`config.mk`:
```
export PLATFORM = sky130hd
export DESIGN_NAME = fetch_stage
export DESIGN_NICKNAME = d
export VERILOG_FILES = /design/src/rtl/mycpu_pkg.sv /design/src/rtl/fs_perf_counter.sv /design/src/rtl/fetch_stage.sv
export SDC_FILE = /design/constraint.sdc
export NUM_CORES = 1
export LEC_CHECK = 0
export ABC_CLOCK_PERIOD_IN_PS = 2350
export BUFFER_PORTS_ARGS = -buffer_cell sky130_fd_sc_hd__clkbuf_2
export CAP_MARGIN = 20
export CORE_MARGIN = 1
export CORE_UTILIZATION = 53
export CTS_CLUSTER_SIZE = 24
export DETAILED_ROUTE_END_ITERATION = 12
export PLACE_DENSITY = 0.78
export SLEW_MARGIN = 10
export SYNTH_ARGS = -nofsm -noshare
export SYNTH_HDL_FRONTEND = slang
export SYNTH_SLANG_ARGS = --single-unit
```
`constraint.sdc`:
```
create_clock -name clk -period 2.35 [get_ports clk]
set_input_delay 0.705 -clock clk [delete_from_list [all_inputs] [get_ports clk]]
set_output_delay 0.705 -clock clk [all_outputs]
set_load 0.05 [all_outputs]
```
`src/rtl/mycpu_pkg.sv`:
```
// mycpu_pkg: shared fetch-stage types and constants
// Contents: FS_TO_DS_BUS_WD (fetch-to-decode bus width), RESET_PC_DEFAULT (first fetch address),
//           fs_state_t (fetch FSM states).
package mycpu_pkg;
    localparam int          FS_TO_DS_BUS_WD  = 64;
    localparam logic [31:0] RESET_PC_DEFAULT = 32'h1c00_0000;
    typedef enum logic [1:0] {IDLE, REQ, WAIT, HOLD} fs_state_t;
endpackage

```
`src/rtl/fs_perf_counter.sv`:
```
// fs_perf_counter: 32-bit event counter that saturates at all-ones
// Ports: clk; reset (async, active-low, clears count); inc (count this cycle); cnt (current count).
module fs_perf_counter (
    input  logic        clk,
    input  logic        reset,
    input  logic        inc,
    output logic [31:0] cnt
);
    always_ff @(posedge clk or negedge reset) begin
        if (!reset)
            cnt <= '0;
        else if (inc && cnt != '1)
            cnt <= cnt + 32'd1;
    end
endmodule

```
`src/rtl/fetch_stage.sv`:
```
// fetch_stage: instruction fetch stage; owns the PC, drives the inst SRAM req/addr_ok/data_ok handshake
// Ports: clk; reset (async, active-low); ds_allowin, block_if, br_stall, br_taken, br_target from
//        decode and hazard unit; inst_sram_req/addr out, inst_sram_addr_ok/data_ok/rdata in;
//        fs_to_ds_valid and fs_to_ds_bus {pc, inst} to decode.
// Option: define FS_PERF_CNT_EN to add saturating perf_stall_cnt and perf_cancel_cnt outputs.
module fetch_stage
    import mycpu_pkg::*;
#(
    parameter logic [31:0] RESET_PC = RESET_PC_DEFAULT
) (
    input  logic                       clk,
    input  logic                       reset,
    input  logic                       ds_allowin,
    input  logic                       block_if,
    input  logic                       br_stall,
    input  logic                       br_taken,
    input  logic [31:0]                br_target,
    output logic                       inst_sram_req,
    output logic [31:0]                inst_sram_addr,
    input  logic                       inst_sram_addr_ok,
    input  logic                       inst_sram_data_ok,
    input  logic [31:0]                inst_sram_rdata,
    output logic                       fs_to_ds_valid,
    output logic [FS_TO_DS_BUS_WD-1:0] fs_to_ds_bus
`ifdef FS_PERF_CNT_EN
    ,
    output logic [31:0]                perf_stall_cnt,
    output logic [31:0]                perf_cancel_cnt
`endif
);
    fs_state_t                  state, state_n;
    logic [31:0]                fetch_pc, pc_n, pend_target, pend_n;
    logic                       cancel, cancel_n, redirect, redirect_n;
    logic                       stall_wait, stall_n, valid, valid_n;
    logic [FS_TO_DS_BUS_WD-1:0] bus, bus_n;
    logic                       br_take, xfer;

    // a branch arriving together with br_stall is not yet trustworthy
    assign br_take        = br_taken && !br_stall;
    assign xfer           = valid && ds_allowin && !block_if;
    // stall_wait parks the FSM in REQ without issuing until the branch resolves
    assign inst_sram_req  = state == REQ && !stall_wait;
    assign inst_sram_addr = fetch_pc;
    assign fs_to_ds_valid = valid;
    assign fs_to_ds_bus   = bus;

    always_ff @(posedge clk or negedge reset) begin
        if (!reset) begin
            state       <= IDLE;
            fetch_pc    <= RESET_PC;
            pend_target <= '0;
            cancel      <= 1'b0;
            redirect    <= 1'b0;
            stall_wait  <= 1'b0;
            valid       <= 1'b0;
            bus         <= '0;
        end else begin
            state       <= state_n;
            fetch_pc    <= pc_n;
            pend_target <= pend_n;
            cancel      <= cancel_n;
            redirect    <= redirect_n;
            stall_wait  <= stall_n;
            valid       <= valid_n;
            bus         <= bus_n;
        end
    end

    always_comb begin
        state_n    = state;
        pc_n       = fetch_pc;
        pend_n     = pend_target;
        cancel_n   = cancel;
        redirect_n = redirect;
        stall_n    = stall_wait;
        valid_n    = valid;
        bus_n      = bus;
        case (state)
            IDLE: state_n = REQ;
            REQ: begin
                if (stall_wait) begin
                    // nothing is outstanding yet, so a branch retargets the PC directly
                    stall_n = br_stall;
                    pc_n    = br_take ? br_target : fetch_pc;
                end else begin
                    // address must stay stable until accepted; the branch is remembered instead
                    pend_n = br_take ? br_target : pend_target;
                    if (inst_sram_addr_ok) begin
                        state_n    = WAIT;
                        cancel_n   = redirect || br_take;
                        redirect_n = 1'b0;
                    end else begin
                        redirect_n = redirect || br_take;
                    end
                end
            end
            WAIT: begin
                pend_n   = br_take ? br_target : pend_target;
                cancel_n = cancel || br_take;
                if (inst_sram_data_ok) begin
                    cancel_n = 1'b0;
                    if (cancel || br_take) begin
                        state_n = REQ;
                        pc_n    = br_take ? br_target : pend_target;
                    end else begin
                        state_n = HOLD;
                        valid_n = 1'b1;
                        bus_n   = {fetch_pc, inst_sram_rdata};
                    end
                end
            end
            HOLD: begin
                if (br_take) begin
                    state_n = REQ;
                    valid_n = 1'b0;
                    pc_n    = br_target;
                end else if (xfer) begin
                    state_n = REQ;
                    valid_n = 1'b0;
                    pc_n    = fetch_pc + 32'd4;
                    stall_n = br_stall;
                end
            end
            default: state_n = IDLE;
        endcase
    end

`ifdef FS_PERF_CNT_EN
    logic drop;
    assign drop = (state == WAIT && inst_sram_data_ok && (cancel || br_take)) || (state == HOLD && br_take);

    fs_perf_counter u_stall_cnt (
        .clk   (clk),
        .reset (reset),
        .inc   (valid && (block_if || !ds_allowin)),
        .cnt   (perf_stall_cnt)
    );

    fs_perf_counter u_cancel_cnt (
        .clk   (clk),
        .reset (reset),
        .inc   (drop),
        .cnt   (perf_cancel_cnt)
    );
`endif
endmodule

```
### Word level (Yosys, flattened, before mapping)

Cells that the tools add are included.

* output and inout port bits: 98
* flip-flop bits (word level): 134
* bits of input ports: 72
* word-level logic and storage cells: 77

* eq/ne operators: 13
* multiplexer cells: 31
* bitwise operators: 2
* reduce and logical (&&, ||, !) cells: 22
* $add $sub $neg: 1

Operator list (count)
* $mux W32: 8
* $pmux W32 S3: 1
* $pmux W32 S2: 1
* $add A32 B3 Y32 const B: 1
* $ne A2 B2 Y1 const B: 9
* $mux W2: 6
* $mux W1: 11
* $reduce_and A3 Y1: 3
* $pmux W2 S4: 1
* $reduce_and A4 Y1: 2
* $pmux W1 S2: 3
* $reduce_and A6 Y1: 1
* $reduce_bool A2 Y1: 3
* $eq A2 B2 Y1 const B: 2
* $logic_and A1 B1 Y1: 4
* $reduce_and A2 Y1: 2
* $logic_not A1 Y1: 3
* $ne A3 B3 Y1 const B: 1
* $reduce_bool A3 Y1: 1
* $eq A2 B1 Y1 const B: 1
* $logic_not A2 Y1: 1
* $logic_or A1 B1 Y1: 2
* $not A1 Y1: 2

### Logic depth before layout (Yosys ltp)

Gate-level depths: netlist of run 1.

* depth in word-level cells: 6
* mapped depth: 8
* gate-level depth less buffers: 7

### Worst setup path before layout of run 1

No wires, ideal clock.

* kind: register to register
* start point: register state[1]
* end point: register fetch_pc[30] (netlist: inst_sram_addr[30])
* stages on the path, launching flop included: 9
* path slack: -0.159 ns
* setup time: 0.121 ns
* buffers on the path: 1
* arrival: 2.387 ns
* cells stage by stage: dfrtp_1 > inv_1 > ha_1 > nor2b_1 > o22ai_1 > nand3b_1 > buf_2 > a21oi_1 > o22a_1

* word-level cells in the longest chain between the ends: 3

RTL lines
* start, declared: line fetch_stage.sv:31 `fs_state_t state, state_n;`
* start signal, assigned: line fetch_stage.sv:58 `state <= state_n;`
* $eq A2 B2 Y1 or $eq A2 B1 Y1 (tied branches): line fetch_stage.sv:78 `case (state)`
* $ne A3 B3 Y1 (no line) (tied with other cells)
* $reduce_and A6 Y1 (no line)
* end signal, assigned: line fetch_stage.sv:59 `fetch_pc <= pc_n;`
* end, declared: line fetch_stage.sv:32 `logic [31:0] fetch_pc, pc_n, pend_target, pend_n;`

Parallel ways exist; a longest one is shown, timed or not.
A chain may end at the register's enable or synchronous reset.

### Final worst setup path of run 1

* start point: register state[1]
* end point: output inst_sram_req

* word-level cells in the longest chain between the ends: 2

RTL lines
* $eq A2 B1 Y1: line fetch_stage.sv:42 `assign inst_sram_req = state == REQ && !stall_wait;`
* $logic_and A1 B1 Y1: line fetch_stage.sv:42
* end, declared: line fetch_stage.sv:18 `output logic inst_sram_req,`

No other way between the ends.

==> impl_metrics.tcl, run 1 <==
set metrics [dict create \
    skew_ns 0.0100 \
    vias_per_cell 5.91 \
    ant_nets 0 \
    syn_nets 615 \
    fp.dieH_um 113 \
    dp_hpwl_um 11100 \
    grt_max_degree 43 \
    async_reset_ff_frac 1.00 \
    seq_power_share 0.307 \
    synth-seq-cells 134 \
    num_antenna_cells 0 \
    yosysWarnings 0 \
    wirelength_um 16000 \
    grt_antenna_before_repair 0 \
    tritoncts "done" \
    seq_area_frac_synth 0.512 \
    gr-total-overflow 0 \
    gp_congestion 0.835 \
    clk_pin_slew_ns 0.06 \
    period_share 0.949 \
    total_leakage_power_uw 0.00423 \
    rsz0062_at_grt "false" \
    crit_path_start_kind "flip-flop" \
    layout-drive-gt1-share 0.452 \
    fmax_ghz 0.448 \
    fp.dieArea_um2 12800 \
    syn_area_um2 6560 \
    synth_top_area_cell "dfrtp_1" \
    io_buffer_count 169 \
    slew_headroom 0.659 \
    start_util 0.546 \
    comb_power_share 0.493 \
    cp-end-kind "primary output" \
    synth_area_leaders "dfrtp_1 50%, mux2_4 14%, mux2_2 4.1%" \
    criticalPathCategory "flip-flop to primary output" \
    irDropWorstVdd_mv 1.09 \
    drc_errors 0 \
    hp-class "primary input to asynchronous set/reset pin" \
    clock-sinks 134 \
    hold_buffers 0 \
    n_fill_cell 885 \
    post_drt_wl_per_cell_um 18.1 \
    slowest_stage "dfrtp_1" \
    synth_cells 537 \
    coreArea_um2 12000 \
    htreeDepth 4 \
    grt_usage 0.263 \
    clockRootBuffer "clkbuf_16" \
    status "finished, final reports clean" \
    die_x_um 113 \
    hold_viol_final 0 \
    synth_edf_count 0 \
    drtPass1Iterations 5 \
    clock_path_buffers 2 \
    post-route-util 0.700 \
    grt_pass1_wl_um 26300 \
    synth_top_cell_area_share 0.500 \
    cap_violations 0 \
    drt_iter0_drc 335 \
    path_cells "inv_2, ha_4, nor2b_4, clkbuf_8" \
    required_ns 1.64 \
    switching_share 0.464 \
    p_int_uw 7680 \
    drv_slew 0 \
    rr_worst_depth 8 \
    fin_crit_ns 2.23 \
    pwr-share-clk 0.200 \
    post_cts_buffers 0 \
    synth.distinct_cells 56 \
    final.setup.tns_ns 0 \
    setup_viol 0 \
    path_max_fanout 6 \
    p_sw_uw 6640 \
    power_density_nw_per_um2 1700 \
    syn-mean-instance-area_um2 12.2 \
    grt_pass1_vias 5184 \
    cts_buffers 17 \
    r2r-start "state[0]" \
    synthToLayoutAreaGrowth_pct 28.3 \
    startpoint "state[1]" \
    vias 5215 \
    worst_pin_slew_ns 0.511 \
    worstPathArrival_ns 1.53 \
    num_rows 40 \
    max_stage_delay_ns 0.42 \
    nets 801 \
    synth-main-ff-cell "dfrtp_1" \
    io_pins 170 \
    clk_latency_ns 0.42 \
]
-- per-stage QoR --
stage | worst slack (ns) | hold WS (ns) | std cells | total power [uW] | instance area [um2]
floorplan | 0.172 | 0.409 | 537 | 9510 | 6560
global placement | 0.166 | 0.472 | 851 | 11200 | 7740
CTS | 0.0222 | 0.204 | 883 | 14400 | 8400
global route | 0.0349 | 0.225 | 883 | 15000 | 8410
finish | 0.119 | 0.202 | 883 | 14300 | 8410
detailed placement | 0.0993 | 0.482 | 851 | 11400 | 7740
-- final cells by class --
cell class	count	area (um2)	share of cell area
repair buffers	201	1200	0.143
clock inverters	11	171	0.0204
flip-flops and latches	134	3360	0.399
multi-input cells	357	2980	0.355
clock buffers	21	470	0.0559
inverters	12	45.0	0.00535
well taps	147	184	0.0219
-- cells by family (layout without fill, tap and decap cells) --
family | after synthesis | count (layout) | synth area share
compound gates | 141 | 141 | 0.144
flops | 134 | 134 | 0.512
simple gates | 117 | 117 | 0.102
mux | 93 | 93 | 0.193
buf+inv | 46 | 245 | 0.0370
fa+ha+maj | 6 | 6 | 0.0114
-- cell usage after synthesis, drive strengths merged (2+ instances only) --
master	number
o31ai	5
nand2	26
and4	5
o21ai	45
o31a	3
ha	6
clkbuf	9
dfstp	3
mux2	92
nand2b	3
dfrtp	131
nand3b	2
a41oi	4
a221oi	13
buf	25
inv	12
a22oi	7
o22ai	5
and2	4
and3	8
nand3	12
a21oi	22
nor2b	4
a31oi	10
nor2	24
nor3	12
a22o	7
nand4	8
nor4	5
a222oi	3
o2bb2ai	9
-- registers in the layout (all words and copies together) (netlist names) --
name and cells:
cancel 1, fs_to_ds_bus 64, fs_to_ds_valid 1, inst_sram_addr 32
pend_target 32, redirect 1, stall_wait 1, state 2
-- worst paths after layout --
kind                                      end  slack, ns
setup / recovery                inst_sram_req       0.12
hold / removal               fs_to_ds_bus[22]       0.20
setup reg to reg           inst_sram_addr[21]       0.27
hold reg to reg              fs_to_ds_bus[58]       0.49
max in group asynchronous     fs_to_ds_bus[3]       1.52
min in group clk                     redirect       0.48
-- layer usage --
layer  wire (um)  global-route usage  part of all wire  vias up
li1            -                   -                 -     2388
met1        6860               0.348              0.43     2625
met2        7790               0.422              0.49      184
met3        1130              0.0771             0.071       18
met4         182              0.0737             0.011        0
met5           0                   0                 0        -
-- critical path: cells and delay by family (launching register included) --
kind / cells / cell delay, ns
adders and majority gates: 1 / 0.17
buffers and inverters: 2 / 0.31
DFF: 1 / 0.42
and+or+nand+nor: 1 / 0.20
-- layout by cell type, fill, tap and decap left out, types with 11 or more instances in the layout --
master,count
dfrtp_1,131
mux2_4,59
clkbuf_2,167
inv_1,11
mux2_2,24
nand2_1,25
clkbuf_16,17
a221oi_1,13
buf_4,24
a21oi_1,22
nor2_1,24
nand3_1,12
o21ai_1,36
-- what timing repair did --
item	CTS	global route
endpoints found under the hold margin	0	0
gates resized for setup	4	2
setup endpoints to repair	1	1
-- power groups by stage --
stage / registers (uW) / logic, uW / clock network, uW
after global routing: 4550 / 7490 / 3000
after detailed placement: 4400 / 7010 / 0
after global placement: 4330 / 6850 / 0
after floorplan: 6910 / 2610 / 0
final: 4400 / 7060 / 2860
after CTS: 4380 / 7070 / 2900
(Power assumes the default switching activity.)
==> run 2: changes to the inputs <==
Settings changed: CORE_UTILIZATION 53 to 45, PLACE_DENSITY 0.78 to 0.68.
==> impl_metrics.tcl, run 2 (synthesized netlist as in run 1, its figures left out) <==
set metrics [dict create \
    grt_usage 0.226 \
    start_util 0.467 \
    setup_viol 0 \
    worstPathArrival_ns 1.56 \
    fp.dieArea_um2 15100 \
    synthToLayoutAreaGrowth_pct 26.7 \
    drtPass1Iterations 5 \
    drt_iter0_drc 315 \
    cp-end-kind "primary output" \
    nets 797 \
    post-route-util 0.592 \
    regArea_um2 3360 \
    grt_pass1_wl_um 25800 \
    multi_input_area_um2 2980 \
    n_fill_cell 1190 \
    criticalPathCategory "flip-flop to primary output" \
    grt_max_degree 56 \
    use_met2 0.357 \
    grt_antenna_before_repair 0 \
    path_cells "inv_1, ha_4, nor2b_4, clkbuf_8" \
    post_cts_buffers 0 \
    cp_top_family "flip-flops" \
    status "finished, final reports clean" \
    num_antenna_cells 0 \
    clock_path_buffers 2 \
    busiest_layer "met2" \
    irDropWorstVdd_mv 0.907 \
    worst_pin_slew_ns 0.562 \
    fmax_ghz 0.441 \
    cap_violations 0 \
    worst_slack_ns 0.0834 \
    ant_nets 0 \
    clock-sinks 134 \
    clk_pin_slew_ns 0.05 \
    coreArea_um2 14000 \
    dp_hpwl_um 11700 \
    power_uw 13900 \
    total_leakage_power_uw 0.00416 \
    worst-path-buf-inv 2 \
    grt_use_met1 0.301 \
    largest_reg_flops 64 \
    met3_usage 0.0590 \
    clk_latency_ns 0.43 \
    drv_slew 0 \
    required_ns 1.64 \
    post_drt_wl_per_cell_um 18.0 \
    htreeDepth 4 \
    num_rows 43 \
    wirelength_um 16400 \
    vias 5186 \
    tritoncts "done" \
    gr-total-overflow 0 \
    dpl_worst_slack_ns 0.0657 \
    cts_buffers 17 \
    die_x_um 123 \
    power_density_nw_per_um2 1670 \
    cts_resized 4 \
    hold_viol_final 0 \
    clockRootBuffer "clkbuf_16" \
    io_buffer_count 169 \
    io_pins 170 \
    fp.dieH_um 123 \
    slowest_stage "dfrtp_1" \
    layout_common_cells "167 x clkbuf_2, 131 x dfrtp_1, 59 x mux2_4, 36 x o21ai_1, 25 x nand2_1" \
    grt_pass1_vias 5037 \
    drc_errors 0 \
    layout-drive-gt1-share 0.445 \
    hold_buffers 0 \
    max_stage_delay_ns 0.41 \
    slew_headroom 0.625 \
    skew_ns 0.0108 \
    vias_per_cell 5.69 \
    fin_crit_ns 2.27 \
    crit_path_start_kind "flip-flop" \
    gp_congestion 0.875 \
    period_share 0.964 \
    hp-class "primary input to asynchronous set/reset pin" \
    path_max_fanout 6 \
    final_common_cell "clkbuf_2" \
]
-- run 2: cell count changes in the layout (fill, tap and decap cells not counted), sizes merged --
cell / before / now
bufinv: 4 / 1
clkinvlp: 2 / 3
buf: 33 / 29
inv: 13 / 12
clkbuf: 189 / 192
-- run 2: through the flow --
stage / instances / hold WS, ns / setup TNS (ns) / area [um2]
6_report: 912 / 0.179 / 0 / 8310
5_1_grt: 912 / 0.189 / -0.0231 / 8310
4_1_cts: 912 / 0.183 / 0 / 8300
3_5_place_dp: 880 / 0.479 / 0 / 7720
3_3_place_gp: 880 / 0.474 / 0 / 7720
2_1_floorplan: 537 / 0.409 / 0 / 6560
-- run 2: per-layer routing --
metal	up-vias	wire, um
li1	2386	-
met1	2565	7160
met2	218	7770
met3	17	1230
met4	0	226
met5	-	0
-- run 2: worst paths after layout --
path	slack, ns	depth (start not counted)	end	start
max	0.08	4	inst_sram_req	state[1]
min reg2reg	0.49	2	fs_to_ds_bus[61]	fs_to_ds_bus[61]
min in group clk	0.48	2	redirect	inst_sram_addr_ok
min	0.18	1	fs_to_ds_bus[12]	reset
max reg2reg	0.12	7	inst_sram_addr[7]	state[0]
max in group asynchronous	1.53	2	cancel	reset
-- run 2: final cells by class --
cell class,count,area share
Timing Repair Buffer,197,0.136
Inverter,12,0.00542
Clock inverter,8,0.00873
Tap cell,180,0.0271
Clock buffer,24,0.0592
Multi-Input combinational cell,357,0.359
Sequential cell,134,0.404
-- run 2: power by group --
part,switching [uW],internal (uW)
Sequential,983,3440
Combinational,4630,2330
Clock,967,1560
==> run 3: changes to the inputs <==
Settings changed: ABC_CLOCK_PERIOD_IN_PS 2350 to 2700.
Clock period 2.35 ns to 2.7 ns, I/O delays scaled along.
==> impl_metrics.tcl, run 3 (synthesized netlist as in run 1, its figures left out) <==
set metrics [dict create \
    io_pins 170 \
    worst-path-buf-inv 2 \
    drtPass1Iterations 5 \
    final_common_cell "clkbuf_2" \
    total_leakage_power_uw 0.00413 \
    post_cts_buffers 0 \
    dpl_worst_slack_ns 0.238 \
    fin_crit_ns 2.60 \
    grt_pass1_wl_um 25900 \
    slowest_stage "dfrtp_1" \
    path_max_fanout 6 \
    layout_common_cells "168 x clkbuf_2, 131 x dfrtp_1, 59 x mux2_4, 36 x o21ai_1, 25 x nand2_1" \
    slew_headroom 0.481 \
    required_ns 1.89 \
    wirelength_um 16400 \
    fmax_ghz 0.384 \
    num_antenna_cells 0 \
    post_drt_wl_per_cell_um 18.0 \
    largest_reg_flops 64 \
    worst_slack_ns 0.0985 \
    crit_path_start_kind "flip-flop" \
    cp-end-kind "primary output" \
    grt_antenna_before_repair 0 \
    cts_buffers 17 \
    io_buffer_count 169 \
    clockRootBuffer "clkbuf_16" \
    fin_cells 907 \
    hold_viol_final 0 \
    place_area_um2 7660 \
    skew_ns 0.00964 \
    gp_congestion 0.851 \
    irDropWorstVdd_mv 0.762 \
    design_area_um2 8240 \
    n_fill_cell 1147 \
    period_share 0.964 \
    htreeDepth 4 \
    setup_viol 0 \
    max_stage_delay_ns 0.42 \
    place_inst 875 \
    drv_slew 0 \
    synthToLayoutAreaGrowth_pct 25.6 \
    nets 792 \
    grt_max_degree 54 \
    worst_pin_slew_ns 0.778 \
    gr-total-overflow 0 \
    fp.dieH_um 123 \
    worstPathArrival_ns 1.79 \
    hp-class "primary input to asynchronous set/reset pin" \
    cap_violations 0 \
    power_density_nw_per_um2 1470 \
    die_x_um 123 \
    status "finished, final reports clean" \
    vias_per_cell 5.71 \
    power_uw 12100 \
    ant_nets 0 \
    grt_pass1_vias 5095 \
    drc_errors 0 \
    final.setup.tns_ns 0 \
    criticalPathCategory "flip-flop to primary output" \
    clk_latency_ns 0.42 \
    num_rows 43 \
    cts_resized 0 \
    dp_hpwl_um 11400 \
    rsz0062_at_grt "false" \
    grt_usage 0.225 \
    hold_buffers 0 \
    drt_iter0_drc 249 \
    coreArea_um2 14000 \
    cp_top_family "buffers and inverters" \
    vias 5181 \
    clock-sinks 134 \
    path_cells "inv_1, ha_1, nor2b_2, clkbuf_2" \
    fp.dieArea_um2 15100 \
    layout-drive-gt1-share 0.443 \
    clock_path_buffers 2 \
    start_util 0.467 \
    clk_pin_slew_ns 0.06 \
    tritoncts "done" \
]
## run 3: changes by cell type in the layout (fill, tap and decap cells not counted), moves of 2 or more
cell / change
buf_4: -4
clkbuf_8: -2
clkinv_4: +3
clkbuf_1: -2
## run 3: path summary, 6_finish.rpt
kind,start,to,slack [ns],depth (start not counted)
setup / recovery,state[1],inst_sram_req,0.1,4
hold / removal,reset,fs_to_ds_bus[23],0.29,1
setup reg to reg,state[0],inst_sram_addr[31],0.32,7
hold reg to reg,fs_to_ds_bus[34],fs_to_ds_bus[34],0.49,2
max in group asynchronous,reset,inst_sram_addr[28],1.74,2
min in group clk,fs_to_ds_bus[34],fs_to_ds_bus[34],0.49,2
## run 3: layout make-up
type	instances	area, um2	share of cell area
flip-flops and latches	134	3360	0.408
inverters	12	45.0	0.00547
repair buffers	192	1070	0.130
clock inverters	11	100	0.0122
multi-input cells	357	2970	0.360
well taps	180	225	0.0273
clock buffers	21	470	0.0571
## run 3: routing by layer
| layer | up-vias | global-route usage | part of all wire |
|---|---|---|---|
| li1 | 2371 | - | - |
| met1 | 2560 | 0.299 | 0.45 |
| met3 | 22 | 0.0581 | 0.071 |
| met4 | 0 | 0.0823 | 0.015 |
| met2 | 228 | 0.353 | 0.46 |
| met5 | - | 0 | 0 |
## run 3: through the flow
| step | hold WS, ns | utilization |
|---|---|---|
| floorplan | 0.464 | - |
| global placement | 0.475 | 0.546 |
| detailed placement | 0.477 | 0.546 |
| CTS | 0.294 | 0.586 |
| global route | 0.308 | 0.587 |
| finish | 0.289 | 0.587 |
## run 3: report_power, final
group	internal, uW	leakage (uW)	switching, uW	total (uW)
sequential	2990	0.00166	874	3870
clock	1340	0.000279	873	2210
combinational	1970	0.00219	4020	5990
total	6300	0.00413	5770	12100
